$ cat src/rtl/ef_i2s_pkg.sv
// ---------------------------------------------------------------------------
// ef_i2s_pkg
// Shared definitions for the EF_I2S capture path.
//  - state_t    : capture controller states (2-bit encoding)
//  - FIFO_LVL_W : width of the EF_I2S RX FIFO level field (depth 16)
// ---------------------------------------------------------------------------
package ef_i2s_pkg;

  typedef enum logic [1:0] {
    IDLE       = 2'd0,
    FLUSH_PRE  = 2'd1,
    RUN        = 2'd2,
    FLUSH_POST = 2'd3
  } state_t;

  localparam int FIFO_LVL_W = 5;

endpackage

$ cat src/rtl/i2s_ostage.sv
// ---------------------------------------------------------------------------
// i2s_ostage
// One-entry stream holding register between the RX FIFO head and the sink.
// Ports:
//  i_clk, i_rst  clock / asynchronous active-high reset
//  i_load        capture i_data and mark the entry valid
//  i_data        word to capture
//  i_accept      sink handshake (valid & ready) this cycle
//  i_flush       drop the entry without a handshake
//  o_valid       entry holds a word
//  o_data        held word (stable until accepted, flushed or reloaded)
// ---------------------------------------------------------------------------
module i2s_ostage #(
  parameter int DW = 32
) (
  input  logic          i_clk,
  input  logic          i_rst,
  input  logic          i_load,
  input  logic [DW-1:0] i_data,
  input  logic          i_accept,
  input  logic          i_flush,
  output logic          o_valid,
  output logic [DW-1:0] o_data
);

  logic          r_valid;
  logic [DW-1:0] r_data;

  // Flush has priority; a load in the same cycle as an accept replaces the
  // outgoing word, which is what gives one word per cycle back-to-back.
  always_ff @(posedge i_clk or posedge i_rst) begin
    if (i_rst) begin
      r_valid <= 1'b0;
      r_data  <= '0;
    end else if (i_flush) begin
      r_valid <= 1'b0;
    end else if (i_load) begin
      r_valid <= 1'b1;
      r_data  <= i_data;
    end else if (i_accept) begin
      r_valid <= 1'b0;
    end
  end

  assign o_valid = r_valid;
  assign o_data  = r_data;

endmodule

$ cat src/rtl/i2s_capture_ctrl.sv
// ---------------------------------------------------------------------------
// i2s_capture_ctrl
// Runs one bounded capture session on an EF_I2S receiver: flush stale FIFO
// words, enable the receiver, drain the RX FIFO into a valid/ready stream,
// then flush again and pulse done.
// Ports:
//  i_clk, i_rst          clock / asynchronous active-high reset
//  i_start, i_abort      session control pulses
//  i_sample_count        words to deliver (0 = run until abort), taken on start
//  o_i2s_en              receiver enable (high only while running)
//  o_fifo_rd             RX FIFO pop strobe
//  i_fifo_empty/full     RX FIFO status
//  i_fifo_rdata          RX FIFO head word (no read latency)
//  o_m_valid/data/last   stream output, i_m_ready from the sink
//  o_busy, o_done        session active / one-cycle completion pulse
//  o_overflow, o_aborted sticky session status, cleared on start
//  o_delivered           words accepted by the sink this session
// ---------------------------------------------------------------------------
module i2s_capture_ctrl
  import ef_i2s_pkg::*;
#(
  parameter int DW       = 32,
  parameter int CNT_W    = 16,
  parameter bit OVF_STOP = 1'b1
) (
  input  logic             i_clk,
  input  logic             i_rst,
  input  logic             i_start,
  input  logic             i_abort,
  input  logic [CNT_W-1:0] i_sample_count,
  output logic             o_i2s_en,
  output logic             o_fifo_rd,
  input  logic             i_fifo_empty,
  input  logic             i_fifo_full,
  input  logic [DW-1:0]    i_fifo_rdata,
  output logic             o_m_valid,
  output logic [DW-1:0]    o_m_data,
  output logic             o_m_last,
  input  logic             i_m_ready,
  output logic             o_busy,
  output logic             o_done,
  output logic             o_overflow,
  output logic             o_aborted,
  output logic [CNT_W-1:0] o_delivered
);

  localparam logic [CNT_W-1:0] CNT_ONE = {{(CNT_W-1){1'b0}}, 1'b1};

  state_t           r_state, w_next_state;
  logic [CNT_W-1:0] r_count, r_delivered;
  logic             r_overflow, r_aborted, r_done;

  logic             w_m_valid;
  logic [DW-1:0]    w_m_data;
  logic             w_accept, w_last_beat, w_last_hs, w_fetch_ok, w_stop;
  logic             w_i2s_en, w_fifo_rd, w_load, w_flush_buf, w_done_set;
  logic [CNT_W:0]   w_fetched;

  assign w_accept    = w_m_valid & i_m_ready;
  assign w_last_beat = w_m_valid & (r_count != '0) & (r_delivered == r_count - CNT_ONE);
  assign w_last_hs   = w_last_beat & i_m_ready;

  // Words already taken from the FIFO this session: delivered plus the one
  // sitting in the output buffer. Fetching stops once that reaches the
  // requested count, so the sink can never see an extra word.
  assign w_fetched  = {1'b0, r_delivered} + {{CNT_W{1'b0}}, w_m_valid};
  assign w_fetch_ok = (r_count == '0) || (w_fetched < {1'b0, r_count});

  assign w_stop = i_abort | (OVF_STOP & i_fifo_full);

  // Next-state and per-state strobes. A final handshake that coincides with
  // an abort/overflow still ends the session cleanly (not as an abort).
  always_comb begin
    w_next_state = r_state;
    w_i2s_en     = 1'b0;
    w_fifo_rd    = 1'b0;
    w_load       = 1'b0;
    w_flush_buf  = 1'b0;
    w_done_set   = 1'b0;
    unique case (r_state)
      IDLE: begin
        if (i_start) w_next_state = FLUSH_PRE;
      end
      FLUSH_PRE: begin
        w_fifo_rd = !i_fifo_empty;
        if (i_abort)           w_next_state = FLUSH_POST;
        else if (i_fifo_empty) w_next_state = RUN;
      end
      RUN: begin
        w_i2s_en = 1'b1;
        if (w_last_hs || w_stop) begin
          w_next_state = FLUSH_POST;
          w_flush_buf  = 1'b1;
        end else if (!i_fifo_empty && (!w_m_valid || i_m_ready) && w_fetch_ok) begin
          w_load    = 1'b1;
          w_fifo_rd = 1'b1;
        end
      end
      FLUSH_POST: begin
        w_fifo_rd = !i_fifo_empty;
        if (i_fifo_empty) begin
          w_next_state = IDLE;
          w_done_set   = 1'b1;
        end
      end
      default: w_next_state = IDLE;
    endcase
  end

  // State register, session counter and sticky status flags.
  always_ff @(posedge i_clk or posedge i_rst) begin
    if (i_rst) begin
      r_state     <= IDLE;
      r_count     <= '0;
      r_delivered <= '0;
      r_overflow  <= 1'b0;
      r_aborted   <= 1'b0;
      r_done      <= 1'b0;
    end else begin
      r_state <= w_next_state;
      r_done  <= w_done_set;
      if (r_state == IDLE && i_start) begin
        r_count     <= i_sample_count;
        r_delivered <= '0;
        r_overflow  <= 1'b0;
        r_aborted   <= 1'b0;
      end else begin
        if (r_state == RUN && w_accept)                r_delivered <= r_delivered + CNT_ONE;
        if (r_state == RUN && i_fifo_full)             r_overflow  <= 1'b1;
        if (r_state == RUN && w_stop && !w_last_hs)    r_aborted   <= 1'b1;
        if (r_state != IDLE && r_state != RUN && i_abort) r_aborted <= 1'b1;
      end
    end
  end

  i2s_ostage #(.DW(DW)) u_ostage (
    .i_clk    (i_clk),
    .i_rst    (i_rst),
    .i_load   (w_load),
    .i_data   (i_fifo_rdata),
    .i_accept (w_accept),
    .i_flush  (w_flush_buf),
    .o_valid  (w_m_valid),
    .o_data   (w_m_data)
  );

  assign o_i2s_en    = w_i2s_en;
  assign o_fifo_rd   = w_fifo_rd;
  assign o_m_valid   = w_m_valid;
  assign o_m_data    = w_m_data;
  assign o_m_last    = w_last_beat;
  assign o_busy      = (r_state != IDLE);
  assign o_done      = r_done;
  assign o_overflow  = r_overflow;
  assign o_aborted   = r_aborted;
  assign o_delivered = r_delivered;

endmodule

$ cat config.mk
export PLATFORM = sky130hd
export DESIGN_NAME = i2s_capture_ctrl
export DESIGN_NICKNAME = d
export VERILOG_FILES = /design/src/rtl/ef_i2s_pkg.sv /design/src/rtl/i2s_ostage.sv /design/src/rtl/i2s_capture_ctrl.sv
export SDC_FILE = /design/constraint.sdc
export NUM_CORES = 1
export LEC_CHECK = 0
export ABC_AREA = 1
export CAP_MARGIN = 10
export CORE_ASPECT_RATIO = 0.7
export CORE_MARGIN = 3
export CORE_UTILIZATION = 50
export CTS_BUF_LIST = sky130_fd_sc_hd__clkbuf_4
export CTS_CLUSTER_DIAMETER = 50
export DETAILED_ROUTE_END_ITERATION = 12
export GPL_TIMING_DRIVEN = 1
export PLACE_DENSITY = 0.81
export SLEW_MARGIN = 10
export SYNTH_ARGS = -nofsm -noshare
export SYNTH_HDL_FRONTEND = slang
export SYNTH_HIERARCHICAL = 1
export SYNTH_SLANG_ARGS = --single-unit
$ cat constraint.sdc
create_clock -name i_clk -period 4.4 [get_ports i_clk]
set_input_delay 0.88 -clock i_clk [delete_from_list [all_inputs] [get_ports i_clk]]
set_output_delay 0.88 -clock i_clk [all_outputs]
set_load 0.03 [all_outputs]
==> results of run 1 <==
power groups by stage:
stage | combinational, W | clock, W | sequential (W)
6_report | 0.00191 | 0.000480 | 0.00110
5_1_grt | 0.00207 | 0.000518 | 0.00113
4_1_cts | 0.00188 | 0.000495 | 0.00109
3_5_place_dp | 0.00187 | 0 | 0.00110
3_3_place_gp | 0.00182 | 0 | 0.00109
2_1_floorplan | 0.000954 | 0 | 0.00136
tightest hold or removal path, delay by kind of cell, from the launching register on:
family / cells / cell delay [ns]
flops: 1 / 0.36
simple gates: 2 / 0.10
logic make-up (layout without fill, tap and decap cells):
family,count (synthesis),in the layout,share of synthesized area (%)
buffers and inverters,83,206,8.653
XOR/XNOR,27,27,5.539
flip-flops,70,70,38.58
adder cells (fa/ha/maj),24,24,6.613
AND/OR/NAND/NOR,311,311,32.63
AO/OA/AOI/OAI,67,67,7.991
repair_timing:
item / in CTS / in global routing
pin swaps: 0 / 8
gates resized for setup: 3 / 20
setup endpoints to repair: 1 / 1
buffers inserted: 0 / 3
per-layer routing:
metal	track usage (%)	vias to the layer above	part of all wire, %
li1	-	2103	-
met1	35.65	2059	46
met2	38.79	153	45
met3	6.131	18	7.8
met4	6.549	0	1.2
met5	0	-	0
sequential cells by signal (all words and copies together) (netlist names):
signal and count:
r_count 16, u_ostage/o_data 32, o_delivered 16, o_done 1
u_ostage/o_valid 1, r_state 2, o_aborted 1, o_overflow 1
area by class of cell:
class	count	area, sq um	area share (%)
well taps	120	150.1	2.512
repair buffers	125	1215	20.33
clock inverters	6	86.33	1.444
inverters	65	246.5	4.124
flip-flops and latches	70	1757	29.39
multi-input cells	429	2447	40.95
clock buffers	10	75.07	1.256
layout by cell type (no fill, tap or decap), types with 3 or more instances in the layout:
| cell | Yosys | final |
|---|---|---|
| xnor2_1 | 6 | 6 |
| nand3_2 | 4 | 4 |
| clkbuf_4 | 0 | 10 |
| a21oi_2 | 0 | 3 |
| buf_4 | 5 | 15 |
| nand2_1 | 144 | 144 |
| inv_1 | 60 | 60 |
| nand4_1 | 6 | 6 |
| inv_2 | 3 | 3 |
| nand3_1 | 60 | 59 |
| dfrtp_1 | 70 | 66 |
| nor3_1 | 4 | 3 |
| nor2_1 | 42 | 41 |
| xor2_1 | 20 | 20 |
| dfrtp_2 | 0 | 4 |
| a21oi_1 | 24 | 21 |
| ha_1 | 24 | 22 |
| nand2_2 | 25 | 25 |
| nor2_2 | 12 | 12 |
| clkdlybuf4s50_1 | 0 | 109 |
| nor2_4 | 6 | 7 |
| o21ai_0 | 31 | 31 |
worst max-delay path by stage:
| stage | startpoint | end | cells after the start |
|---|---|---|---|
| global route | o_delivered[3] | o_fifo_rd | 16 |
| CTS | u_ostage/o_valid | o_fifo_rd | 17 |
| global placement | u_ostage/o_valid | o_fifo_rd | 17 |
| floorplan | o_delivered[0] | o_fifo_rd | 16 |
| detailed placement | o_delivered[0] | o_fifo_rd | 17 |
| finish | o_delivered[1] | o_fifo_rd | 16 |
per-stage QoR:
step	hold WS [ns]	util, %
after floorplan	0.4906	-
after global placement	0.4555	66.28
after detailed placement	0.4585	66.28
after CTS	0.4845	68.16
after global routing	0.5041	69.07
final	0.4882	69.07
==> run_results.csv, run 1 <==
group,metric,value,unit
clock_tree,cts_tree,"yes",
route,vias,4333,
logic_synthesis,syn_area,4541,sq um
logic_synthesis,synthArstFlopShare,100.0,%
logic_synthesis,synth_top_area_cell,"dfrtp_1",
route,drt_iter0_drc,384,
worst_hold_path,hold_path_class,"flop to flop",
critical_path,path_cells,"ha_4, nand3_4, nor2_4, nand2_1, xor2_1, ha_1, a21oi_2, nor2_1, nor3_1, nor2_1, nor2_1, nand3_1, a21oi_2, nand4_1, a21oi_2, buf_6",
layout,stdcell_count,825,
pwr,swShare,47.00,%
route,ant_nets,0,
clock_tree,htree_levels,3,
route,viasPerCell,5.252,
flow_run,drv_cap,0,
grt,track_usage,25.11,%
layout,area_growth,31.63,%
floorplan,die_area,10280,sq um
floorplan,die_x,119.9,microns
timing,worstMarginPinSlew,0.4922,ns
timing,setup_tns,0,ns
timing,slew_headroom,67.19,%
worst_hold_path,hold_depth,2,
critical_path,endpoint_kind,"output port",
placement,dpl.hpwl,10060,microns
timing,min_period_over_period,95.27,%
critical_path,crit_required,3.52,ns
placement,io_buffers,110,
pwr,p_clk_share,13.8,%
logic_synthesis,yosys-top-cells-count,"nand2_1, dfrtp_1, inv_1, nand3_1, nor2_1",
pwr,p_per_area,583.2,nW/um^2
critical_path,r2r_start,"o_delivered[1]",
placement,place_ws,0.1606,ns
critical_path,cp_max_fo,8,
logic_synthesis,synth_area_leaders,"dfrtp_1, nand2_1, ha_1, nand3_1, inv_1",
layout,fin_area,5977,sq um
critical_path,path_class,"flop to output port",
placement,gp_congestion,0.9084,
pwr,p_leak,2.838,nW
critical_path,rr_endpoint,"u_ostage/o_data[17]",
logic_synthesis,synth_top_area_share,38.58,%
logic_synthesis,synth_edf_count,0,
pwr,vdd_drop_max,0.0003902,V
grt,grt_pass1_wl,20300,microns
logic_synthesis,synth_most_common_cell,"nand2_1",
critical_path,crit_path_start_kind,"flop",
logic_synthesis,synthCells,582,
logic_synthesis,postSynthNetCount,661,
floorplan,io_pins,111,
timing,hold_violations,0,
logic_synthesis,ys_ff_latch,70,
route,wirelength,12960,microns
clock_tree,cts_sinks,70,
layout,finalNetCount,779,
critical_path,cp_top_family,"simple AND/OR/NAND/NOR gates",
grt,first_global_vias,4057,
clock_tree,postCtsHoldBufs,0,
critical_path,cp_slowest_cell,"dfrtp_1",
timing,setup_viol,0,
critical_path,cpPeakStageDelay,0.54,ns
outcome,status,"finished clean",
route,drcViolationCount,0,
timing,fmax,238.6,MHz
floorplan,initial_utilization,52.47,%
clock_tree,cts_root_buffer,"clkbuf_4",
critical_path,reg2reg_depth,19,
timing,worst_slack,0.2082,ns
logic_synthesis,ys.warnings.count,6,
placement,place_inst,806,
layout,nFillCells,707,
logic_synthesis,ys_types,41,
pwr,pwr-share-comb,54.7,%
route,wire_per_inst,15.71,microns
floorplan,die_height,85.73,microns
logic_synthesis,synth_area_per_cell,7.802,sq um
clock_tree,path_clk_slew,0.12,ns
logic_synthesis,synth_ff_type,"dfrtp_1",
timing,rsz0062_at_grt,"true",
critical_path,arrival,3.31,ns
critical_path,reg2reg_setup_slack,0.86,ns
grt,overflow,0,
floorplan,rows,28,
pwr,p_int,0.001847,W
clock_tree,clk-insertion-delay-late,0.45,ns
grt,grt_max_degree,38,
worst_hold_path,hold_end,"u_ostage/o_data[26]",
pwr,seq_power_share,31.5,%
critical_path,critPathBufInv,1,
timing,post-route-min-period,4.192,ns
placement,placed_area,5736,sq um
grt,antenna_found_initial,0,
worst_hold_path,hp-start,"u_ostage/o_data[26]",
layout,n_antenna_cell,0,
timing,slew_violations,0,
logic_synthesis,seq_area_frac_synth,38.58,%
pwr,p_switching,0.001638,W
timing,finalClockSkew,0.02603,ns
pwr,power.total,0.003486,W
route,dr.pass1.iters,5,
floorplan,core-area,8653,sq um
layout,drive_gt1_share,14.47,%
clock_tree,numCtsBuffers,9,
clock_tree,clockBufferDepth,2,
Note: power is estimated with default switching activity, not from simulation.
==> inputs of run 2 (changes only) <==
CTS_BUF_LIST = sky130_fd_sc_hd__clkbuf_8   (was sky130_fd_sc_hd__clkbuf_4)
CTS_CLUSTER_DIAMETER = not set   (was 50)
CTS_CLUSTER_SIZE = 8   (was not set)
==> run_results.csv, run 2 (synthesized netlist as in run 1, its figures left out) <==
group,metric,value,unit
route,drcViolationCount,0,
grt,overflow,0,
pwr,p_leak,2.862,nW
clock_tree,postCtsHoldBufs,0,
floorplan,die_x,119.9,microns
route,dr_wl_met3,1130,microns
grt,track_usage,25.46,%
timing,setup_tns,0,ns
route,drt-met1-wl,5884,microns
route,dr.pass1.iters,7,
timing,rsz0062_at_grt,"false",
critical_path,crit_path_start_kind,"flop",
timing,hold_violations,0,
critical_path,reg2reg_depth,20,
route,dr.max_layer_used,"met4",
flow_run,drv_cap,0,
layout,largest_reg_flops,32,
critical_path,reg2reg_setup_slack,0.87,ns
layout,drive_gt1_share,12.80,%
clock_tree,cts_tree,"yes",
route,vias,4333,
placement,dpl.hpwl,10060,microns
outcome,status,"finished clean",
pwr,vdd_drop_max,0.0003563,V
clock_tree,cts_root_buffer,"clkbuf_8",
grt,grt_max_degree,38,
timing,worstMarginPinSlew,0.4937,ns
grt,antenna_found_initial,0,
clock_tree,clockBufferDepth,2,
clock_tree,path_clk_slew,0.08,ns
timing,min_period_over_period,94.14,%
floorplan,initial_utilization,52.47,%
critical_path,crit_end,"o_fifo_rd",
critical_path,critPathLaunch,"u_ostage/o_valid",
grt,grt_pass1_wl,20620,microns
timing,slew_violations,0,
critical_path,crit_required,3.52,ns
layout,n_antenna_cell,0,
placement,io_buffers,110,
layout,finalNetCount,777,
critical_path,endpoint_kind,"output port",
pwr,p_per_area,597.6,nW/um^2
clock_tree,htree_levels,3,
clock_tree,cts_sinks,70,
timing,setup_viol,0,
critical_path,arrival,3.26,ns
worst_hold_path,hold_path_class,"flop to flop",
route,wirelength,13080,microns
timing,post-route-min-period,4.142,ns
timing,slew_headroom,67.09,%
timing,fmax,241.4,MHz
route,wl_met2,5916,microns
floorplan,die_area,10280,sq um
floorplan,io_pins,111,
critical_path,r2r_start,"u_ostage/o_valid",
floorplan,die_height,85.73,microns
clock_tree,numCtsBuffers,9,
layout,nFillCells,712,
layout,layout_commonest_cell,"nand2_1",
pwr,power.total,0.003563,W
critical_path,cp_max_fo,4,
timing,finalClockSkew,0.01455,ns
clock_tree,clk-insertion-delay-late,0.37,ns
route,wire_per_inst,15.90,microns
critical_path,rr_endpoint,"u_ostage/o_data[23]",
floorplan,core-area,8653,sq um
layout,final_core_util,68.90,%
floorplan,rows,28,
placement,gp_congestion,0.9084,
route,viasPerCell,5.265,
grt,first_global_vias,4114,
route,ant_nets,0,
layout,area_growth,31.30,%
critical_path,path_class,"flop to output port",
route,drt_iter0_drc,343,
layout,mostFrequentLayoutCells,"nand2_1, clkdlybuf4s50_1, dfrtp_1",
[run 2: routing by layer]
layer / up-vias / global-route usage, %
met1: 2047 / 35.74
met4: 0 / 5.613
met3: 16 / 7.251
li1: 2104 / -
met2: 166 / 39.55
met5: - / 0
[run 2: cell type report]
cell class / count / area [sq um] / share of cell area [%]
Clock inverter: 7 / 90.09 / 1.511
Sequential cell: 70 / 1753 / 29.40
Clock buffer: 9 / 123.9 / 2.078
Timing Repair Buffer: 123 / 1196 / 20.06
Inverter: 65 / 246.5 / 4.134
Multi-Input combinational cell: 429 / 2402 / 40.29
Tap cell: 120 / 150.1 / 2.518
[run 2: how the worst min path moves through the flow]
stage | start | endpoint | slack, ns | depth (start not counted)
6_report | u_ostage/o_data[26] | u_ostage/o_data[26] | 0.48 | 2
5_1_grt | u_ostage/o_data[22] | u_ostage/o_data[22] | 0.49 | 2
4_1_cts | u_ostage/o_data[26] | u_ostage/o_data[26] | 0.48 | 2
3_5_place_dp | u_ostage/o_data[26] | u_ostage/o_data[26] | 0.46 | 2
3_3_place_gp | u_ostage/o_data[24] | u_ostage/o_data[24] | 0.46 | 2
2_1_floorplan | r_state[1] | r_state[1] | 0.49 | 2
[run 2: repair_timing]
item | 4_1_cts | 5_1_grt
gates resized for setup | 1 | 7
pin swaps | 0 | 1
endpoints found under the setup margin | 1 | 1
buffers inserted | 0 | 1
[run 2: critical path, stage by stage (launching register included)]
cell and delay [ns]:
dfrtp_1 0.36, ha_1 0.17, ha_1 0.20, nand3_2 0.15
nor2_2 0.16, nand2_1 0.08, xor2_1 0.14, ha_1 0.32
a21oi_1 0.14, nor2_1 0.07, nor3_1 0.13, nor2_1 0.07
nor2_1 0.10, nand3_1 0.10, a21oi_2 0.17, nand4_1 0.14
a21oi_1 0.18, clkbuf_4 0.21
[run 2: where the power goes]
group          leakage, nW  total, W  switching, W  internal, W
Combinational         1.85   0.00189       0.00116     0.000727
Clock                0.110  0.000579      0.000263     0.000316
Sequential           0.903   0.00109      0.000222     0.000872
Total                 2.86   0.00356       0.00165      0.00192
[run 2: through the flow]
stage               hold slack (ns)  setup slack (ns)  cells  instance area [sq um]
floorplan                    0.4906            0.5564    582                   4541
global placement             0.4555            0.2373    806                   5736
detailed placement           0.4585            0.1606    806                   5736
CTS                          0.4754           0.02581    822                   5948
global route                 0.4924           0.01441    823                   5962
finish                       0.4768            0.2580    823                   5962
